### src/rtl/arb_mux_pkg.sv
// Shared constants and helpers for the arb_mux_n registered multiplexer.
package arb_mux_pkg;

  localparam logic MODE_FIXED = 1'b0;
  localparam logic MODE_RR    = 1'b1;

  // Channel-index width; never narrower than one bit.
  function automatic int selWidth(input int n);
    return (n <= 2) ? 1 : $clog2(n);
  endfunction

endpackage

### src/rtl/arb_mux_n_rr_arbiter.sv
// Combinational rotate-priority arbiter: the search starts just after 'last' and wraps.
module rr_arbiter #(
  parameter int N    = 5,
  parameter int SELW = 3
) (
  input  logic [N-1:0]    req,
  input  logic [SELW-1:0] last,
  output logic [N-1:0]    gnt,
  output logic [SELW-1:0] gnt_idx
);

  logic w_found;

  always_comb begin
    gnt     = '0;
    gnt_idx = '0;
    w_found = 1'b0;
    for (int k = 1; k <= N; k++) begin
      if (!w_found && req[(int'(last) + k) % N]) begin
        w_found                   = 1'b1;
        gnt[(int'(last) + k) % N] = 1'b1;
        gnt_idx                   = SELW'((int'(last) + k) % N);
      end
    end
  end

endmodule

### src/rtl/arb_mux_n.sv
// N-channel registered mux with fixed-select or round-robin arbitration and valid/ready handshake.
// Optional packet lock in round-robin mode is enabled by defining ARB_MUX_LOCK_EN.
module arb_mux_n
  import arb_mux_pkg::*;
#(
  parameter int WIDTH = 32,
  parameter int N     = 5,
  parameter int SELW  = selWidth(N)
) (
  input  logic                 clk,
  input  logic                 rst,
  input  logic                 mode,
  input  logic [SELW-1:0]      sel,
  input  logic [N*WIDTH-1:0]   in_data,
  input  logic [N-1:0]         in_valid,
`ifdef ARB_MUX_LOCK_EN
  input  logic [N-1:0]         in_last,
`endif
  output logic [N-1:0]         in_ready,
  output logic [WIDTH-1:0]     out_data,
  output logic                 out_valid,
  input  logic                 out_ready,
  output logic [SELW-1:0]      out_chan
);

  logic [WIDTH-1:0] r_outData;
  logic             r_outValid;
  logic [SELW-1:0]  r_outChan;
  logic [SELW-1:0]  r_last;

  logic             w_load;
  logic             w_accept;
  logic [N-1:0]     w_rrReq;
  logic [N-1:0]     w_rrGnt;
  logic [SELW-1:0]  w_rrIdx;
  logic [N-1:0]     w_fixedGrant;
  logic [N-1:0]     w_grant;
  logic [SELW-1:0]  w_grantIdx;
  logic [WIDTH-1:0] w_selData;

`ifdef ARB_MUX_LOCK_EN
  logic             r_locked;
  logic [SELW-1:0]  r_lockChan;

  // While a packet is open only its own channel may request the arbiter.
  assign w_rrReq = r_locked ? (in_valid & (N'(1) << r_lockChan)) : in_valid;
`else
  assign w_rrReq = in_valid;
`endif

  rr_arbiter #(
    .N    (N),
    .SELW (SELW)
  ) u_rrArbiter (
    .req     (w_rrReq),
    .last    (r_last),
    .gnt     (w_rrGnt),
    .gnt_idx (w_rrIdx)
  );

  // An out-of-range select matches no channel, so nothing is ever granted.
  always_comb begin
    w_fixedGrant = '0;
    for (int i = 0; i < N; i++) begin
      w_fixedGrant[i] = in_valid[i] && (sel == SELW'(i));
    end
  end

  assign w_grant    = (mode == MODE_RR) ? w_rrGnt : w_fixedGrant;
  assign w_grantIdx = (mode == MODE_RR) ? w_rrIdx : sel;
  assign w_load     = !r_outValid || out_ready;
  assign w_accept   = (|w_grant) && w_load;
  assign in_ready   = rst ? '0 : (w_grant & {N{w_load}});

  always_comb begin
    w_selData = '0;
    for (int i = 0; i < N; i++) begin
      if (w_grantIdx == SELW'(i)) begin
        w_selData = in_data[i*WIDTH +: WIDTH];
      end
    end
  end

  always_ff @(posedge clk) begin
    if (rst) begin
      r_outValid <= 1'b0;
      r_outData  <= '0;
      r_outChan  <= '0;
      r_last     <= SELW'(N - 1);
`ifdef ARB_MUX_LOCK_EN
      r_locked   <= 1'b0;
      r_lockChan <= '0;
`endif
    end else if (w_accept) begin
      r_outValid <= 1'b1;
      r_outData  <= w_selData;
      r_outChan  <= w_grantIdx;
      if (mode == MODE_RR) begin
        r_last     <= w_grantIdx;
`ifdef ARB_MUX_LOCK_EN
        r_locked   <= !in_last[w_grantIdx];
        r_lockChan <= w_grantIdx;
`endif
      end
    end else if (out_ready) begin
      r_outValid <= 1'b0;
    end
  end

  assign out_data  = r_outData;
  assign out_valid = r_outValid;
  assign out_chan  = r_outChan;

endmodule

### config.mk
export PLATFORM = sky130hd
export DESIGN_NAME = arb_mux_n
export DESIGN_NICKNAME = d
export VERILOG_FILES = /design/src/rtl/arb_mux_pkg.sv /design/src/rtl/arb_mux_n_rr_arbiter.sv /design/src/rtl/arb_mux_n.sv
export SDC_FILE = /design/constraint.sdc
export NUM_CORES = 1
export LEC_CHECK = 0
export CAP_MARGIN = 20
export CORE_UTILIZATION = 30
export CTS_CLUSTER_DIAMETER = 120
export DETAILED_ROUTE_END_ITERATION = 8
export GPL_ROUTABILITY_DRIVEN = 1
export HOLD_SLACK_MARGIN = 0.15
export MAX_ROUTING_LAYER = met4
export PLACE_DENSITY = 0.57
export SLEW_MARGIN = 20
export SYNTH_ARGS = -nofsm -noshare
export SYNTH_HDL_FRONTEND = slang
export SYNTH_SLANG_ARGS = --single-unit
### constraint.sdc
create_clock -name clk -period 10.5 [get_ports clk]
set_input_delay 2.625 -clock clk [delete_from_list [all_inputs] [get_ports clk]]
set_output_delay 2.625 -clock clk [all_outputs]
set_load 0.01 [all_outputs]
==> run summary <==
grt met2 use: 0.399
crit-path cells: inv_1 > ha_1 > o31a_1 > xnor2_1 > ha_1 > fa_1 > nor4b_1 > a21oi_1 > mux2i_1 > mux2i_1 > a21o_1 > o41a_1 > o21ai_0 > a32oi_1 > o21bai_2 > buf_4 > nand2_1 > nor2_1 > clkdlybuf4s50_1
Die ar.: 0.0196 mm2
CTS sink cnt: 39
outcome: complete, no violations
clk root buf: clkbuf_16
synthesized area: 0.00571 mm2
share of layout cells above drive strength 1: 0.0745
Slew headroom: 0.416
PortBufs: 212
P per Cell Area: 444 mW/mm2
Cell variety after synth: 91
Sw Ratio: 0.548
Hold Crit Class: reg -> reg
WP data arrival: 7.30 ns
Post-Layout Cell Count: 1160
Via-to-Cell Ratio: 5.67
cell count after placement: 1152
drt wl/cell: 19.6 um
gr ovfl total: 0
grt met1 use: 0.298
worst setup path start: r_last[2]$_SDFFE_PP1P_
Clock power frac: 0.042
area grow syn2layout: 41.9%
global-route track usage on met3: 0.0376
Seq/Total Area, Yosys: 0.137
Core Footprint: 0.0187 mm2
CTS tree: done
Synth Area in Compound Gates: 0.329
CTS clk-pin slew, worst paths: 0.06 ns
fin. max-slew vios: 0
crit path time final: 9.92 ns
Initial Util: 0.305
yosys synthesis warning count: 0
Ports: 213
initial drt markers: 354
final hold violations: 0
final period utilization: 0.945
antenna cell count: 0
final setup TNS: 0 ns
final wirelength: 22.7 mm
WS Path Type: reg -> out
mux cell area share after synthesis: 0.147
sw power: 1.97 mW
Reg2Reg Setup Slack: 3.14 ns
most common cell after layout, fill and taps aside: clkdlybuf4s50_1
slew of the pin with the lowest slew margin: 0.875 ns
Final Wtd Congestion: 0.950
adder-cell share of the synthesized area: 0.0802
CP Capture Type: output pin
Max stage delay on crit path: 0.83 ns
maximum capacitance violations: 0
vias: 6577
largest net degree at the start of global routing: 55
Startpoint Class: flop
die width: 140 um
critical path's slowest cell: dfxtp_1
busiest layer in global routing: met2
Critical Path End: in_ready[4]
drt first pass iters: 5
Post-Synth Simple-Gate Area: 0.212
synthesis-stage register bit count: 39
H-tree levels: 2
final instance area: 0.00811 mm2
die height: 140 um
ANT nets after route: 0
Max IR drop VDD: 0.000296 V
critical path peak fanout: 37
Top FF cell, synth: dfxtp_1
XOR/XNOR Fraction of Synth Area: 0.0156
Sequential Power Share: 0.077
# DRC: 0
EDFF count, synth: 0
final setup skew: 0.00449 ns
Synthesized Nets: 953
fraction of registers with async set/reset: 0
largest family of logic cells by synthesized area: compound AO/OA/AOI/OAI gates
Placed Instance Area: 0.00796 mm2
Setup Buffers After CTS: 0
cell count after synthesis: 745
worst r2r src: r_last[2]$_SDFFE_PP1P_
Fmax: 101 MHz
CTS resizes: 0
FF-to-FF End: out_data[11]$_SDFFE_PP0P_
most frequent cells in the layout: clkdlybuf4s50_1, mux2i_1, nor2_1, nand2_1, inv_1
Crit path required time: 7.88 ns
combinational power share: 0.882
Post-CTS Hold Buffers: 0
global router's overall resource usage: 0.237
nets@finish: 1133
# setup viols final: 0
Cell Rows: 50
maximum clock path buffer count: 2
worst hold slack: 0.471 ns
Inserted Clock Buffers: 5
Pleak: 3.13 nW
Mean Syn Cell Area: 7.67 um2
initial antenna violation count: 0
Int Power: 1.63 mW
DP Wirelength: 18.0 mm
vias in the first global route: 6389
cells on worst reg2reg path: 21
first-pass GRT wire length: 35.7 mm
unrepaired setup endpoints after global routing: false
worst skew pair latency: 0.29 ns
[synth_stat cells (5+ instances only)]
cell type,instances,share of area
clkbuf_1,23,0.015
a21oi_1,21,0.018
nand2b_1,10,0.011
or3_1,6,0.0066
a31oi_1,9,0.0099
o2111ai_1,5,0.0077
buf_6,5,0.0099
ha_1,35,0.077
o21a_1,17,0.022
o21ai_0,30,0.026
and3_1,7,0.0077
nand3_1,16,0.014
xnor2_1,7,0.011
mux2i_1,60,0.11
nor3_1,28,0.025
o211ai_1,19,0.025
buf_2,14,0.012
inv_1,43,0.028
buf_1,5,0.0033
or2_2,6,0.0066
mux2_2,20,0.039
nand4_1,8,0.0088
o31ai_1,6,0.0079
o22ai_1,42,0.046
buf_4,6,0.0079
nor2_1,49,0.032
a221o_1,20,0.035
nand2_1,47,0.031
a211oi_1,8,0.011
o32ai_1,5,0.0077
nor2b_1,9,0.0099
a21o_1,5,0.0066
dfxtp_1,39,0.14
nor4_1,9,0.0099
[sequential cells by signal (all words and copies together) (netlist names)]
| name | cells |
|---|---|
| out_data | 32 |
| out_chan | 3 |
| r_last | 3 |
| out_valid | 1 |
[power groups by stage]
stage | clock [mW] | sequential (mW) | combinational (mW)
global placement | 0 | 0.276 | 3.16
global route | 0.162 | 0.286 | 3.48
finish | 0.151 | 0.276 | 3.18
floorplan | 0 | 0.305 | 2.33
detailed placement | 0 | 0.276 | 3.13
CTS | 0.156 | 0.276 | 3.15
[how the worst min path moves through the flow]
stage                                         start                   endpoint  slack, ns  cells past startpoint
final                     out_data[14]$_SDFFE_PP0P_  out_data[14]$_SDFFE_PP0P_       0.47                      2
after global routing      out_data[14]$_SDFFE_PP0P_  out_data[14]$_SDFFE_PP0P_       0.48                      2
after detailed placement   out_data[8]$_SDFFE_PP0P_   out_data[8]$_SDFFE_PP0P_       0.45                      1
after global placement     out_data[8]$_SDFFE_PP0P_   out_data[8]$_SDFFE_PP0P_       0.46                      1
after CTS                 out_data[14]$_SDFFE_PP0P_  out_data[14]$_SDFFE_PP0P_       0.47                      2
after floorplan            out_data[4]$_SDFFE_PP0P_   out_data[4]$_SDFFE_PP0P_       0.49                      2
[cell families after synthesis]
kind of cell / count (synthesis)
AO/OA/AOI/OAI: 252
AND/OR/NAND/NOR: 229
buffers and inverters: 100
multiplexers: 81
flip-flops: 39
adder cells (fa/ha/maj): 36
XOR/XNOR: 8
[worst max-delay path: cells and delay by family (launching register included)]
kind	cells	cell delay (ns)
xor+xnor	1	0.16
fa+ha+maj	3	1.26
buf+inv	3	1.31
flops	1	0.83
mux	2	0.67
compound gates	7	1.90
simple gates	3	0.82
[per-stage QoR]
stage               worst slack [ns]  total power, mW   util
global route                  0.0990             3.93  0.433
detailed placement             0.934             3.40  0.426
floorplan                       1.39             2.64      -
finish                         0.579             3.60  0.433
global placement               0.930             3.43  0.426
CTS                            0.622             3.58  0.433
[final cells by class]
class,instances,area [um2]
clock buffer,6,129
clock inverter,2,12.5
fill,1899,10600
inverter,46,173
multi-input combinational,606,4480
sequential,39,782
tap,234,293
timing repair buffer,227,2230
[metal layers]
metal	wire, um	share of wire
met1	10100	0.45
met2	10900	0.48
met3	1310	0.057
met4	340	0.015
met5	0	0
Note: power is estimated with default switching activity, not from simulation.
